===== src/rtl/wb_pkg.sv =====
// wb_pkg: shared widths and encodings for the MEM/WB write-back stage
package wb_pkg;
  localparam int XLEN_DEF  = 32;
  localparam int RA_W_DEF  = 5;
  localparam int CNT_W_DEF = 64;
  typedef enum logic [1:0] {
    WB_SEL_ALU  = 2'b00,
    WB_SEL_LOAD = 2'b01,
    WB_SEL_PC4  = 2'b10,
    WB_SEL_IMM  = 2'b11
  } wb_sel_e;
  localparam logic [2:0] F3_LB  = 3'b000;
  localparam logic [2:0] F3_LH  = 3'b001;
  localparam logic [2:0] F3_LW  = 3'b010;
  localparam logic [2:0] F3_LBU = 3'b100;
  localparam logic [2:0] F3_LHU = 3'b101;
endpackage


===== src/rtl/wb_load_ext.sv =====
// wb_load_ext: extracts and extends a byte/half/word from an aligned load word
module wb_load_ext
  import wb_pkg::*;
#(
  parameter int XLEN = XLEN_DEF
) (
  input  logic [XLEN-1:0] rdata,
  input  logic [1:0]      off,
  input  logic [2:0]      funct3,
  output logic [XLEN-1:0] value
);
  logic [7:0]  byte_v;
  logic [15:0] half_v;
  // Halves use off[1] only, so a misaligned half silently picks its containing half
  always_comb begin
    byte_v = rdata[{off, 3'b000} +: 8];
    half_v = rdata[{off[1], 4'b0000} +: 16];
    value  = funct3 == F3_LB  ? {{(XLEN-8){byte_v[7]}}, byte_v} :
             funct3 == F3_LH  ? {{(XLEN-16){half_v[15]}}, half_v} :
             funct3 == F3_LBU ? {{(XLEN-8){1'b0}}, byte_v} :
             funct3 == F3_LHU ? {{(XLEN-16){1'b0}}, half_v} :
             rdata;
  end
endmodule


===== src/rtl/wb_stage.sv =====
// wb_stage: MEM/WB pipeline register, write-back mux, RF write/bypass port and retire counter
module wb_stage
  import wb_pkg::*;
#(
  parameter int XLEN  = XLEN_DEF,
  parameter int RA_W  = RA_W_DEF,
  parameter int CNT_W = CNT_W_DEF
) (
  input  logic             clk,
  input  logic             rstn,
  input  logic             stall,
  input  logic             flush,
  input  logic             mem_valid,
  input  logic [XLEN-1:0]  mem_pc,
  input  logic [XLEN-1:0]  mem_alu,
  input  logic [XLEN-1:0]  mem_rdata,
  input  logic [XLEN-1:0]  mem_imm,
  input  logic [2:0]       mem_funct3,
  input  logic [1:0]       mem_wb_sel,
  input  logic [RA_W-1:0]  mem_rd,
  input  logic             mem_rf_we,
  output logic [RA_W-1:0]  rf_wa,
  output logic [XLEN-1:0]  rf_wd,
  output logic             rf_we,
  output logic [RA_W-1:0]  fwd_rd,
  output logic [XLEN-1:0]  fwd_wd,
  output logic             fwd_we,
  output logic             wb_valid,
  output logic [XLEN-1:0]  wb_pc,
  output logic [CNT_W-1:0] instret
);
  logic             valid_q, valid_d;
  logic [XLEN-1:0]  pc_q, pc_d;
  logic [XLEN-1:0]  alu_q, alu_d;
  logic [XLEN-1:0]  rdata_q, rdata_d;
  logic [XLEN-1:0]  imm_q, imm_d;
  logic [2:0]       funct3_q, funct3_d;
  logic [1:0]       wb_sel_q, wb_sel_d;
  logic [RA_W-1:0]  rd_q, rd_d;
  logic             rf_we_q, rf_we_d;
  logic [CNT_W-1:0] instret_q, instret_d;
  logic [XLEN-1:0]  load_val;
  logic [XLEN-1:0]  wd;
  logic             we;

  wb_load_ext #(.XLEN(XLEN)) u_load_ext (
    .rdata  (rdata_q),
    .off    (alu_q[1:0]),
    .funct3 (funct3_q),
    .value  (load_val)
  );

  // MEM/WB next state: flush zeroes the register (bubble), stall holds it, else capture MEM
  always_comb begin
    valid_d  = flush ? 1'b0 : stall ? valid_q  : mem_valid;
    pc_d     = flush ? '0   : stall ? pc_q     : mem_pc;
    alu_d    = flush ? '0   : stall ? alu_q    : mem_alu;
    rdata_d  = flush ? '0   : stall ? rdata_q  : mem_rdata;
    imm_d    = flush ? '0   : stall ? imm_q    : mem_imm;
    funct3_d = flush ? '0   : stall ? funct3_q : mem_funct3;
    wb_sel_d = flush ? '0   : stall ? wb_sel_q : mem_wb_sel;
    rd_d     = flush ? '0   : stall ? rd_q     : mem_rd;
    rf_we_d  = flush ? 1'b0 : stall ? rf_we_q  : mem_rf_we;
  end

  // Write-back value and enable come only from latched fields; x0 never gets a write
  always_comb begin
    wd = wb_sel_q == WB_SEL_ALU  ? alu_q :
         wb_sel_q == WB_SEL_LOAD ? load_val :
         wb_sel_q == WB_SEL_PC4  ? pc_q + XLEN'(4) :
         imm_q;
    we = valid_q & rf_we_q & (rd_q != '0);
  end

  // RF port and bypass tap are the same write; retire only when not held by a stall
  always_comb begin
    rf_wa     = rd_q;
    rf_wd     = wd;
    rf_we     = we;
    fwd_rd    = rd_q;
    fwd_wd    = wd;
    fwd_we    = we;
    wb_valid  = valid_q & ~stall;
    wb_pc     = valid_q ? pc_q : '0;
    instret   = instret_q;
    instret_d = instret_q + CNT_W'(valid_q & ~stall);
  end

  // State registers with asynchronous clear
  always_ff @(posedge clk or negedge rstn) begin
    if (!rstn) begin
      valid_q   <= 1'b0;
      pc_q      <= '0;
      alu_q     <= '0;
      rdata_q   <= '0;
      imm_q     <= '0;
      funct3_q  <= '0;
      wb_sel_q  <= '0;
      rd_q      <= '0;
      rf_we_q   <= 1'b0;
      instret_q <= '0;
    end else begin
      valid_q   <= valid_d;
      pc_q      <= pc_d;
      alu_q     <= alu_d;
      rdata_q   <= rdata_d;
      imm_q     <= imm_d;
      funct3_q  <= funct3_d;
      wb_sel_q  <= wb_sel_d;
      rd_q      <= rd_d;
      rf_we_q   <= rf_we_d;
      instret_q <= instret_d;
    end
  end
endmodule

===== config.mk =====
export PLATFORM = sky130hd
export DESIGN_NAME = wb_stage
export DESIGN_NICKNAME = d
export VERILOG_FILES = /design/src/rtl/wb_pkg.sv /design/src/rtl/wb_load_ext.sv /design/src/rtl/wb_stage.sv
export SDC_FILE = /design/constraint.sdc
export NUM_CORES = 1
export LEC_CHECK = 0
export BUFFER_PORTS_ARGS = -buffer_cell sky130_fd_sc_hd__buf_2
export CAP_MARGIN = 20
export CORE_ASPECT_RATIO = 2
export CORE_UTILIZATION = 40
export DETAILED_ROUTE_END_ITERATION = 12
export HOLD_SLACK_MARGIN = 0.1
export MAX_ROUTING_LAYER = met4
export PLACE_DENSITY_LB_ADDON = 0.15
export SYNTH_ARGS = -nofsm -noshare
export SYNTH_HDL_FRONTEND = slang
export SYNTH_HIERARCHICAL = 1
export SYNTH_SLANG_ARGS = --single-unit

===== constraint.sdc =====
create_clock -name clk -period 2.6 [get_ports clk]
set_clock_uncertainty 0.1 [all_clocks]
set_input_delay 0.13 -clock clk [delete_from_list [all_inputs] [get_ports clk]]
set_output_delay 0.13 -clock clk [all_outputs]
set_load 0.005 [all_outputs]

======== Word-level counts from Yosys, hierarchy flattened ========
Index checks and enable logic that the tools add are counted.
word-level totals
  bits of input ports ..................... 144
  bits in registers ....................... 204
  word-level logic and storage cells ...... 55
  output and inout bits ................... 173
cells by class
  bitwise logic cells ..................... 6
  muxes and demuxes ....................... 26
  reductions and logical operators ........ 3
  shifts and indexed selects .............. 2
  add/sub/neg operators ................... 2
  equality and inequality tests ........... 6
operator list
  cell                                                                      number
  32-bit 2-to-1 mux                                                         16
  64-bit adder                                                              1
  1-bit by 64-bit AND with 64-bit output                                    1
  1-bit NOT with 64-bit output                                              1
  32-bit by 3-bit adder with 32-bit output (second input constant)          1
  32-bit by 6-bit indexed part select with 16-bit output                    1
  32-bit by 6-bit indexed part select with 8-bit output                     1
  5-bit 2-to-1 mux                                                          2
  3-bit == test (second input constant)                                     2
  3-bit 2-to-1 mux                                                          2
  5-bit nonzero test                                                        1
  1-bit 2-to-1 mux                                                          4
  2-bit 2-to-1 mux                                                          2
  1-bit AND                                                                 3
  3-bit by 1-bit == test with 1-bit output (second input constant)          1
  3-bit zero test                                                           1
  2-bit by 1-bit == test with 1-bit output (second input constant)          1
  2-bit == test (second input constant)                                     1
  2-bit zero test                                                           1
  2-bit by 1-bit inequality test with 1-bit output (second input constant)  1
  1-bit NOT                                                                 1

======== Longest topological paths before layout ========
  depth in word-level cells ............... 7
  gate-level depth with buffers ........... 12
  depth with buffers taken out ............ 8

======== Hierarchy ========
Netlist, hierarchy kept.
modules (own cells, without submodules)
  module       seq. area each (µm²)  area each (µm²)  cells an instance  instances
  wb_stage     5104.9                10467.5          951                1
  wb_load_ext  0.0                   665.6            107                1

======== Least setup slack after synthesis ========
Ideal clock, no wire load.
  path type ............................... input to register
  from .................................... input port stall
  to ...................................... register instret_q[32], in the netlist instret[32]
  arrival ................................. 2.702 ns
  path slack .............................. -0.281 ns
  library setup time ...................... 0.079 ns
  stages on the path ...................... 12
  path buffers ............................ 4
  data required time ...................... 2.421 ns
  path through ............................ clkbuf_1 > clkbuf_1 > buf_1 > nor2b_1 > ha_1 > ha_1 > nand2_1 > or4_1 > or4_1 > clkbuf_1 > nor3_1 > xor2_1
between the ends
  word-level cells in the longest chain between the ends .. 3
RTL lines
  element                                 line             text
  start, declared                         wb_stage.sv:11   input logic stall,
  1-bit NOT with 64-bit output            wb_stage.sv:86   instret_d = instret_q + CNT_W'(valid_q & ~stall);
  1-bit by 64-bit AND with 64-bit output  wb_stage.sv:86
  64-bit adder                            wb_stage.sv:86
  named net instret_d[32]                 wb_stage.sv:41   logic [CNT_W-1:0] instret_q, instret_d;
  end signal, assigned                    wb_stage.sv:112  instret_q <= instret_d;
  end, declared                           wb_stage.sv:41
The timed path passes the listed nets, and every way through them passes these cells.
A chain may end at the register's enable or synchronous reset.

======== Worst setup path in the final report ========
  from .................................... register pc_q[15]
  to ...................................... output port rf_wd[18]
between the ends
  word-level cells in the longest chain between the ends .. 4
RTL lines
  element                                   line             text
  start, declared                           wb_stage.sv:33   logic [XLEN-1:0] pc_q, pc_d;
  start signal, assigned                    wb_stage.sv:104  pc_q <= pc_d;
  32-bit by 3-bit adder with 32-bit output  wb_stage.sv:70   wb_sel_q == WB_SEL_PC4 ? pc_q + XLEN'(4) :
  32-bit 2-to-1 mux                         wb_stage.sv:70
  32-bit 2-to-1 mux                         wb_stage.sv:69   wb_sel_q == WB_SEL_LOAD ? load_val :
  32-bit 2-to-1 mux                         wb_stage.sv:68   wd = wb_sel_q == WB_SEL_ALU ? alu_q :
  end, declared                             wb_stage.sv:23   output logic [XLEN-1:0] rf_wd,
No other way between the ends.

==> results.ini <==
[outcome]
status = finished with violations
violations = setup timing

[synthesis]
seq_area_frac_synth_pct = 45.9
netlist.area_leader.share_pct = 45.9
netlist_instances = 1058
syn_nets = 1205
syn_avg_cell_area_um2 = 10.5
ys_ff_latch = 204
yosysTopAreaCell = dfrtp_1
ys_async_sr_fraction_pct = 100
synth.distinct_cells = 50
synth_area_leaders = dfrtp_1 46%, mux2i_1 13%, nor2_1 5.8%
synth-edff-count = 0
ys_warn_count = 6
ys.flop_type = dfrtp_1
syn_area_mm2 = 0.0111

[pwr]
peakVddDrop_mv = 0.447
total_power_w = 0.00811
p_per_area_mw_per_mm2 = 491
p_leak_nw = 8.58

[grt]
track_usage_pct = 27.2
use_met3_pct = 2.61
gr-usage-met2_pct = 50.6
met1_usage_pct = 27.4
grt-ovfl-total = 0
grt_max_degree = 141
antenna_found_initial = 0
busiest_layer = met2
grt_pass1_wl_mm = 57.7
grt_pass1_vias = 10439

[sta]
finalCriticalPeriod_ns = 2.89
setup_viol = 53
finalCritPeriodShare_pct = 111
setup_slack_ns = -0.290
tightest_slew_ns = 1.03
fin_setup_tns_ns = -9.21
hold_ws_ns = 0.127
fmax_ghz = 0.346
slew_headroom_pct = 31.1
rsz0062_at_grt = yes
hold_viol = 0
slew_viol_final = 0

[detailed_routing]
via_count = 9990
drtAntennaViolNets = 0
viasPerCell = 5.16
route.detailed.drc = 0
dr.pass1.iters = 4
drt_wl_total_mm = 38.3
wl_per_cell_um = 19.8
drt_iter0_markers = 444

[setup_path]
startpoint = pc_q[15]
critical_path_arrival_ns = 2.66
critPathRequiredTime_ns = 2.37
critPathKind = flip-flop to output port
critPathCapture = rf_wd[18]
r2r_setup_slack_ns = 0.02
critPathCaptureType = output port
reg2reg_from = valid_q
r2r_cells = 8
r2r_end = instret[44]
worstPathMaxFanout = 4
crit_path_start_kind = flip-flop

[run]
drv_cap = 0

[die]
io_pins = 317
die_w_um = 120
initial_utilization_pct = 40.6
die_h_um = 238
rows = 86
die_area_mm2 = 0.0285
coreArea_mm2 = 0.0274

[cells_and_area]
nFillCells = 2354
multi_input_area_mm2 = 0.00592
syn_to_final_growth_pct = 48.3
layout-drive-gt1-share_pct = 36.8
seq_area_mm2 = 0.00511
final_cell_mix = 309 x buf_2, 200 x dfrtp_1, 172 x dlygate4sd3_1, 165 x nor2_1, 143 x mux2i_1
layout_commonest_cell = buf_2
diodes = 0
fin_util_pct = 60.2
nets = 1717

[placed_design]
place_ws_ns = -0.0381
hpwl_mm = 26.6
gp_congestion = 0.933
portBuffers = 316

[cts]
cts_root_buf = clkbuf_16
clk_pin_slew_ns = 0.07
cts_tree = built
clock_sink_count = 204
cts_max_level = 1
clk_latency_ns = 0.52
cts_buffer_depth = 3
cts_buffers = 21

[hold_path]
hold_path.class = input pin to async pin

==> sequential cells by signal (all words and copies together) (netlist names) <==
| signal | cells |
|---|---|
| funct3_q | 3 |
| alu_q | 32 |
| rdata_q | 32 |
| rf_we_q | 1 |
| valid_q | 1 |
| pc_q | 32 |
| instret | 64 |
| wb_sel_q | 2 |
| fwd_rd | 5 |
| imm_q | 32 |
==> timing repair <==
item / CTS / global route
hold buffers: 172 / 0
gates cloned: 2 / 2
pin swaps: 39 / 35
gates resized for setup: 88 / 45
hold endpoints to repair: 326 / 0
setup buffers: 14 / 21
setup endpoints to repair: 68 / 70
==> cells in the mapped netlist (all sizes together), types with 6 or more instances <==
cell type	count
o22a	7
and4	6
clkbuf	40
nand2	63
a221o	7
dfrtp	204
xor2	39
nor2b	11
mux4	26
mux2i	144
or4	8
inv	16
nor2	171
mux2	7
nor4	12
nand3	36
nand4	24
a21o	7
and2	37
xnor2	49
a2bb2oi	7
nor3	26
a21oi	14
and3	9
or3	7
buf	62
==> worst max-delay path, stage by stage (launching register included) <==
cell and delay (ns):
dfrtp_1 0.35, nand4_1 0.13, or4_4 0.62, buf_6 0.18, nor3_4 0.16, xor2_1 0.08
mux4_2 0.47, buf_2 0.15
==> final cells by class <==
type | instances | area share, %
multi-input cells | 737 | 35.9
flip-flops and latches | 204 | 31.0
repair buffers | 590 | 25.9
clock buffers | 28 | 3.46
well taps | 352 | 2.67
clock inverters | 9 | 0.766
inverters | 16 | 0.364
==> layer usage <==
metal	up-vias	part of all wire [%]
li1	4638	-
met1	4929	35
met2	328	56
met3	95	3.6
met4	0	5.5
met5	-	0
==> metrics by stage <==
stage	cells	instance area, µm²
after global routing	1936	16500
final	1936	16500
after global placement	1694	13200
after floorplan	1058	11100
after detailed placement	1694	13200
after CTS	1917	16100
==> report_power, final <==
part	switching (W)	internal, W	total, W
combinational	0.000674	0.000774	0.00145
sequential	0.000163	0.00332	0.00349
clock	0.00133	0.00185	0.00317
total	0.00216	0.00595	0.00811
==> cell families (layout without fill, tap and decap cells) <==
family,count (synthesis),count (layout),share of synthesized area [%]
and+or+nand+nor,415,416,18.8
buffers and inverters,118,643,5.61
DFF,204,204,45.9
muxes,177,177,19.0
AOI/OAI and AO/OA,53,53,3.54
xor gates and xnor gates,88,88,6.92
adders and majority gates,3,3,0.337
==> how the worst min path moves through the flow <==
stage	depth (start not counted)	endpoint	from
after floorplan	0	alu_q[0]	rstn
after global placement	1	pc_q[25]	rstn
after detailed placement	1	pc_q[25]	rstn
after CTS	2	alu_q[26]	rstn
after global routing	2	pc_q[25]	rstn
final	2	pc_q[25]	rstn
Power figures use the tool's default switching activity.
